`src/rtl/axis_downsizer_scheduler_pkg.sv`:
```
// Shared types and config-word layout for the downsizer scheduler.
// Each port owns one 32-bit config word: word count low, burst length minus 1 high.
package axis_downsizer_scheduler_pkg;

  typedef enum logic [1:0] {
    StIdle,
    StSel,
    StDrain
  } sched_state_e;

  localparam int unsigned WC_LSB     = 0;
  localparam int unsigned WC_WIDTH   = 16;
  localparam int unsigned BL_LSB     = 16;
  localparam int unsigned BL_WIDTH   = 16;
  localparam int unsigned CFG_STRIDE = 32;

  function automatic logic [WC_WIDTH-1:0] cfg_wc(input logic [CFG_STRIDE-1:0] word);
    return word[WC_LSB +: WC_WIDTH];
  endfunction

  function automatic logic [BL_WIDTH-1:0] cfg_bl(input logic [CFG_STRIDE-1:0] word);
    return word[BL_LSB +: BL_WIDTH];
  endfunction

endpackage

```
`src/rtl/axis_downsizer_scheduler_if.sv`:
```
// Bundle of the wide source streams plus the stream/config/tag driven into the downsizer.
// master = the scheduler itself, slave = the sources and downsizer around it.
interface axis_downsizer_scheduler_if
  import axis_downsizer_scheduler_pkg::*;
#(
  parameter int unsigned NUM_PORTS          = 4,
  parameter int unsigned S_AXIS_TDATA_WIDTH = 128,
  parameter int unsigned ID_WIDTH           = 2
) ();

  logic [NUM_PORTS*S_AXIS_TDATA_WIDTH-1:0] s_axis_tdata;
  logic [NUM_PORTS-1:0]                    s_axis_tvalid;
  logic [NUM_PORTS-1:0]                    s_axis_tready;
  logic [S_AXIS_TDATA_WIDTH-1:0]           m_axis_tdata;
  logic                                    m_axis_tvalid;
  logic                                    m_axis_tready;
  logic [WC_WIDTH-1:0]                     m_cfg_data;
  logic [ID_WIDTH-1:0]                     m_axis_tid;

  modport master (
    input  s_axis_tdata,
    input  s_axis_tvalid,
    input  m_axis_tready,
    output s_axis_tready,
    output m_axis_tdata,
    output m_axis_tvalid,
    output m_cfg_data,
    output m_axis_tid
  );

  modport slave (
    output s_axis_tdata,
    output s_axis_tvalid,
    output m_axis_tready,
    input  s_axis_tready,
    input  m_axis_tdata,
    input  m_axis_tvalid,
    input  m_cfg_data,
    input  m_axis_tid
  );

endinterface

```
`src/rtl/axis_downsizer_scheduler_rr_arbiter_pick.sv`:
```
// Combinational round-robin pick: first asserted request searching upward from
// ptr_i+1 with wrap, so the port at ptr_i itself has the lowest priority.
module rr_arbiter_pick #(
  parameter int unsigned NumReq = 4,
  localparam int unsigned IdxW  = $clog2(NumReq)
) (
  input  logic [NumReq-1:0] req_i,
  input  logic [IdxW-1:0]   ptr_i,
  output logic [IdxW-1:0]   grant_o,
  output logic              any_req_o
);

  int unsigned     cand;
  logic [IdxW-1:0] cand_idx;

  always_comb begin
    grant_o   = '0;
    any_req_o = 1'b0;
    cand      = 0;
    cand_idx  = '0;
    for (int unsigned i = 1; i <= NumReq; i++) begin
      cand     = (32'(ptr_i) + i) % NumReq;
      cand_idx = IdxW'(cand);
      if (!any_req_o && req_i[cand_idx]) begin
        grant_o   = cand_idx;
        any_req_o = 1'b1;
      end
    end
  end

endmodule

```
`src/rtl/axis_downsizer_scheduler.sv`:
```
// Round-robin scheduler sharing one axis_downsizer between several wide sources.
// The word-count config is only re-registered while the downsizer reports idle.
module axis_downsizer_scheduler
  import axis_downsizer_scheduler_pkg::*;
#(
  parameter int unsigned NUM_PORTS          = 4,
  parameter int unsigned S_AXIS_TDATA_WIDTH = 128,
  parameter int unsigned ID_WIDTH           = 2
) (
  input  logic                            aclk,
  input  logic                            aresetn,
  input  logic [NUM_PORTS*CFG_STRIDE-1:0] cfg_data,
  axis_downsizer_scheduler_if.master      bus
);

  localparam int unsigned IdxW = $clog2(NUM_PORTS);

  sched_state_e state_q, state_d;

  logic [IdxW-1:0]     grant_q, grant_d;
  logic [IdxW-1:0]     ptr_q, ptr_d;
  logic [ID_WIDTH-1:0] tid_q, tid_d;
  logic [WC_WIDTH-1:0] wc_q, wc_d;
  logic [BL_WIDTH-1:0] limit_q, limit_d;
  logic [BL_WIDTH-1:0] cnt_q, cnt_d;

  logic [IdxW-1:0]       pick_idx;
  logic                  pick_any;
  logic [CFG_STRIDE-1:0] pick_cfg;
  logic                  gnt_valid;
  logic                  hs;

  rr_arbiter_pick #(
    .NumReq (NUM_PORTS)
  ) u_pick (
    .req_i     (bus.s_axis_tvalid),
    .ptr_i     (ptr_q),
    .grant_o   (pick_idx),
    .any_req_o (pick_any)
  );

  assign pick_cfg  = cfg_data[CFG_STRIDE*pick_idx +: CFG_STRIDE];
  assign gnt_valid = bus.s_axis_tvalid[grant_q];
  assign hs        = (state_q == StSel) && gnt_valid && bus.m_axis_tready;

  always_ff @(posedge aclk or negedge aresetn) begin
    if (!aresetn) begin
      state_q <= StIdle;
    end else begin
      state_q <= state_d;
    end
  end

  always_comb begin
    state_d = state_q;
    unique case (state_q)
      StIdle: begin
        if (pick_any) state_d = StSel;
      end
      StSel: begin
        // An idle source gives up the grant rather than stalling the others.
        if (hs) begin
          if (cnt_q == limit_q) state_d = StDrain;
        end else if (!gnt_valid) begin
          state_d = StDrain;
        end
      end
      StDrain: begin
        if (bus.m_axis_tready) state_d = StIdle;
      end
      default: state_d = StIdle;
    endcase
  end

  always_comb begin
    bus.m_axis_tdata  = bus.s_axis_tdata[grant_q*S_AXIS_TDATA_WIDTH +: S_AXIS_TDATA_WIDTH];
    bus.m_axis_tvalid = 1'b0;
    bus.s_axis_tready = '0;
    bus.m_cfg_data    = wc_q;
    bus.m_axis_tid    = tid_q;
    if (state_q == StSel) begin
      bus.m_axis_tvalid          = gnt_valid;
      bus.s_axis_tready[grant_q] = bus.m_axis_tready;
    end
  end

  // Config and tag are captured only on the grant, so they stay put through DRAIN.
  always_comb begin
    grant_d = grant_q;
    ptr_d   = ptr_q;
    tid_d   = tid_q;
    wc_d    = wc_q;
    limit_d = limit_q;
    cnt_d   = cnt_q;
    if (state_q == StIdle && pick_any) begin
      grant_d = pick_idx;
      ptr_d   = pick_idx;
      tid_d   = ID_WIDTH'(pick_idx);
      wc_d    = cfg_wc(pick_cfg);
      limit_d = cfg_bl(pick_cfg);
      cnt_d   = '0;
    end else if (hs && cnt_q != limit_q) begin
      cnt_d = cnt_q + 1'b1;
    end
  end

  always_ff @(posedge aclk or negedge aresetn) begin
    if (!aresetn) begin
      grant_q <= '0;
      ptr_q   <= IdxW'(NUM_PORTS - 1);
      tid_q   <= '0;
      wc_q    <= '0;
      limit_q <= '0;
      cnt_q   <= '0;
    end else begin
      grant_q <= grant_d;
      ptr_q   <= ptr_d;
      tid_q   <= tid_d;
      wc_q    <= wc_d;
      limit_q <= limit_d;
      cnt_q   <= cnt_d;
    end
  end

endmodule

```
`src/flat_wrapper.sv`:
```
// flat-port wrapper written by rule: the top's interface ports become plain ports
module axis_downsizer_scheduler_flat import axis_downsizer_scheduler_pkg::*;
#(
  parameter int unsigned NUM_PORTS          = 4,
  parameter int unsigned S_AXIS_TDATA_WIDTH = 128,
  parameter int unsigned ID_WIDTH           = 2
)
  (aclk, aresetn, cfg_data, bus_s_axis_tdata, bus_s_axis_tvalid, bus_m_axis_tready, bus_s_axis_tready, bus_m_axis_tdata, bus_m_axis_tvalid, bus_m_cfg_data, bus_m_axis_tid);
  axis_downsizer_scheduler_if #(.NUM_PORTS(NUM_PORTS), .S_AXIS_TDATA_WIDTH(S_AXIS_TDATA_WIDTH), .ID_WIDTH(ID_WIDTH)) bus_i ();
  input  logic aclk;
  input  logic aresetn;
  input  logic [NUM_PORTS*CFG_STRIDE-1:0] cfg_data;
  input wire logic [$bits(bus_i.s_axis_tdata)-1:0] bus_s_axis_tdata;
  input wire logic [$bits(bus_i.s_axis_tvalid)-1:0] bus_s_axis_tvalid;
  input wire logic [$bits(bus_i.m_axis_tready)-1:0] bus_m_axis_tready;
  output wire logic [$bits(bus_i.s_axis_tready)-1:0] bus_s_axis_tready;
  output wire logic [$bits(bus_i.m_axis_tdata)-1:0] bus_m_axis_tdata;
  output wire logic [$bits(bus_i.m_axis_tvalid)-1:0] bus_m_axis_tvalid;
  output wire logic [$bits(bus_i.m_cfg_data)-1:0] bus_m_cfg_data;
  output wire logic [$bits(bus_i.m_axis_tid)-1:0] bus_m_axis_tid;
  assign bus_i.s_axis_tdata = bus_s_axis_tdata;
  assign bus_i.s_axis_tvalid = bus_s_axis_tvalid;
  assign bus_i.m_axis_tready = bus_m_axis_tready;
  assign bus_s_axis_tready = bus_i.s_axis_tready;
  assign bus_m_axis_tdata = bus_i.m_axis_tdata;
  assign bus_m_axis_tvalid = bus_i.m_axis_tvalid;
  assign bus_m_cfg_data = bus_i.m_cfg_data;
  assign bus_m_axis_tid = bus_i.m_axis_tid;
  axis_downsizer_scheduler #(.NUM_PORTS(NUM_PORTS), .S_AXIS_TDATA_WIDTH(S_AXIS_TDATA_WIDTH), .ID_WIDTH(ID_WIDTH)) u_core (.aclk(aclk), .aresetn(aresetn), .cfg_data(cfg_data), .bus(bus_i));
endmodule
```
`config.mk`:
```
export PLATFORM = sky130hd
export DESIGN_NAME = axis_downsizer_scheduler_flat
export DESIGN_NICKNAME = d
export VERILOG_FILES = /design/src/rtl/axis_downsizer_scheduler_pkg.sv /design/src/rtl/axis_downsizer_scheduler_if.sv /design/src/rtl/axis_downsizer_scheduler_rr_arbiter_pick.sv /design/src/rtl/axis_downsizer_scheduler.sv /design/src/flat_wrapper.sv
export SDC_FILE = /design/constraint.sdc
export NUM_CORES = 1
export LEC_CHECK = 0
export CORE_AREA = 8 8 304 306
export CTS_CLUSTER_DIAMETER = 50
export CTS_CLUSTER_SIZE = 12
export DETAILED_ROUTE_END_ITERATION = 6
export DIE_AREA = 0 0 312 314
export PLACE_DENSITY = 0.43
export SYNTH_ARGS = -nofsm -noshare
export SYNTH_HDL_FRONTEND = slang
export SYNTH_SLANG_ARGS = --single-unit
```
`constraint.sdc`:
```
create_clock -name aclk -period 4.2 [get_ports aclk]
set_clock_uncertainty 0.15 [all_clocks]
set_input_delay 0.84 -clock aclk [delete_from_list [all_inputs] [get_ports aclk]]
set_output_delay 0.84 -clock aclk [all_outputs]
set_load 0.01 [all_outputs]
```
==> impl_results.md <==
* Setup TNS at 0 ns
* Max Fanout on Critical Path at 26
* RSZ-0062 raised after global routing: false
* Total Power at about 7.8 mW
* Via density at 3.68
* Unique masters post-synth at 42
* Hold-fix buffers, CTS at 0
* Skew-Pair Late Insertion Delay at roughly 0.32 ns
* Commonest non-fill, non-tap cell in the layout: clkdlybuf4s50_1
* # DRC at 0
* Die height at ~310 um
* Die area at ~98000 um2
* Cell Pwr Density at 485 nW/um2
* Period utilisation layout at between 80% and 90%
* Drt total wl at about 85 mm
* Setup crit end kind: primary output
* TritonRoute pass-1 iters at 5
* Rows at around 110
* Ports at about 800
* Multi-input logic area at between 4000 and 5000 um2
* Largest net degree at the start of global routing at 65
* Clock period minus worst slack at around 3.7 ns
* Synthesized area at 6440 um2
* DP Wirelength at between 70 and 80 mm
* Iteration-0 DRC Markers at 551
* Slew @ Worst Pin at between 0.9 and 1 ns
* Leakage power at 5.39 nW
* Placed standard-cell area at roughly 16000 um2
* Via count at just over 9000
* CTS tree: built
* GPL Wtd Cong at ~0.95
* Crit path arrival time at 2.73 ns
* EDFF count, synth at 0
* Synthesized flop and latch total at 54
* Clock buffer depth at 2
* Share of layout cells above drive strength 1 at ~14%
* Slew Limit Fails at 0
* Avg Inst Size Synth at 12.2 um2
* Final number of setup-violating endpoints at 0
* Commonest cells after routing, fill and taps aside: clkdlybuf4s50_1 (796), mux4_2 (129), a21oi_1 (66)
* Initial antenna violation count at 128
* WL/cell at roughly 34 um
* Cell area after layout at 16100 um2
* Flop2flop setup slack at around 1.6 ns
* Max transition margin at 35.3%
* Clk sinks at 54
* Total GRT Usage at 16.4%
* Die Span X at 312 um
* FF+latch area at roughly 1400 um2
* Ys flop type: dfrtp_1
* CTS resizes at 0
* Core Util, Final at between 15 and 20%
* Global route total overflow at 0
* Worst hold path type: reg2reg
* Status: complete, no violations
* Maxcap violations at 0
* Synth top area share at 45.1%
* CP startpoint kind: flip-flop
* Max Clock Freq at 269 MHz
* Clock transition at path regs at approximately 0.08 ns
* Seq/Total Area, Yosys at about a fifth
* Area Overhead vs Synth at 150%
* WS Path Type: reg2out
* Max rail drop VDD at roughly 0.28 mV
* Initial Util at under 10%
* Number of filler cells placed in the layout at just under 10000
* CTS H-tree depth at 2
* Async S/R FF share, synth at between 90% and 100%
* Synth Warn # at 0
* Vias in the first global route at roughly 10000
* Port Buffers at 797
* Root buf cell: clkbuf_16
* Final Hold Vio Count at 0
* Antenna-violating nets left at 0
* Syn Nets at 1178
* Hold WS at between 0.3 and 0.4 ns
* Area contributors post-synth: mux4_2 (45%), dfrtp_1 (20%), a21oi_1 (5.1%)
* CTS Buf Count at 5
* Post-synth top area cell: mux4_2
* Synth Instances at 530
* Post-layout nets at between 1500 and 2000
* CP required at about 3.2 ns
* Core Box Area at roughly 90000 um2
* Global-route wire length before repair at 107 mm
* Postcts setup bufs at 0
==> kinds of logic after synthesis <==
logic type                 synth area share [%]
AOI/OAI and AO/OA                          12.5
adders and majority gates                 0.194
buffers and inverters                      4.53
DFF                                        21.0
and+or+nand+nor                            7.05
muxes                                      51.5
xor gates and xnor gates                   3.26
==> cells in the mapped netlist, drive strengths merged, types with 14 or more instances <==
master  instances
o22ai          32
mux2           32
o21ai          37
nor2           18
dfrtp          52
xnor2          24
buf            26
a21oi          69
clkbuf         32
nand2          14
mux4          129
==> area by class of cell <==
type                       instances  share of cell area [%]
inverter                           3                  0.0698
sequential                        54                    8.44
antenna                           29                   0.450
clock buffer                       5                   0.776
timing repair buffer             821                    51.1
tap                             1165                    9.04
clock inverter                     3                   0.303
multi-input combinational        415                    29.8
==> worst paths after layout <==
kind,start,end,cells past startpoint
min in group asynchronous,aresetn,u_core.limit_q[3]$_DFFE_PN0P_,1
worst max-delay path,u_core.grant_q[0]$_DFFE_PN0P_,bus_m_axis_tdata[52],4
worst min-delay path,u_core.ptr_q[0]$_DFFE_PN1P_,u_core.ptr_q[0]$_DFFE_PN1P_,2
max in group asynchronous,aresetn,u_core.bus.m_cfg_data[13]$_DFFE_PN0P_,2
worst min register to register,u_core.ptr_q[0]$_DFFE_PN1P_,u_core.ptr_q[0]$_DFFE_PN1P_,2
worst max register to register,u_core.grant_q[1]$_DFFE_PN0P_,u_core.cnt_q[14]$_DFFE_PN0P_,6
==> worst max-delay path: stages, from the launching register on <==
cell,delay [ns]
dfrtp_4,0.75
buf_12,0.31
buf_12,0.22
mux4_2,0.55
clkdlybuf4s50_1,0.51
==> power breakdown <==
part	switching, mW	leakage (nW)	total [mW]	internal, mW
Sequential	0.305	0.644	1.03	0.727
Combinational	2.76	4.66	6.26	3.50
Clock	0.236	0.0821	0.523	0.287
Total	3.30	5.39	7.81	4.52
==> through the flow <==
| step | cells | worst slack, ns |
|---|---|---|
| CTS | 2466 | 0.394 |
| global placement | 2458 | 0.548 |
| floorplan | 530 | 1.49 |
| finish | 2495 | 0.480 |
| detailed placement | 2458 | 0.525 |
| global route | 2468 | 0.329 |
==> sequential cells by signal (all words and copies together), names as in the netlist <==
signal and cells:
u_core.state_q 2, u_core.cnt_q 16, u_core.bus.m_cfg_data 16, u_core.limit_q 16, u_core.ptr_q 2, u_core.grant_q 2
==> metal layers <==
metal	global-route usage [%]	vias up	part of all wire [%]
met2	26.9	763	46
met3	9.15	143	14
met5	0	-	0.33
met4	1.20	42	1.1
li1	-	3791	-
met1	19.5	4454	39
No activity file was read; power rests on OpenSTA's default activity.
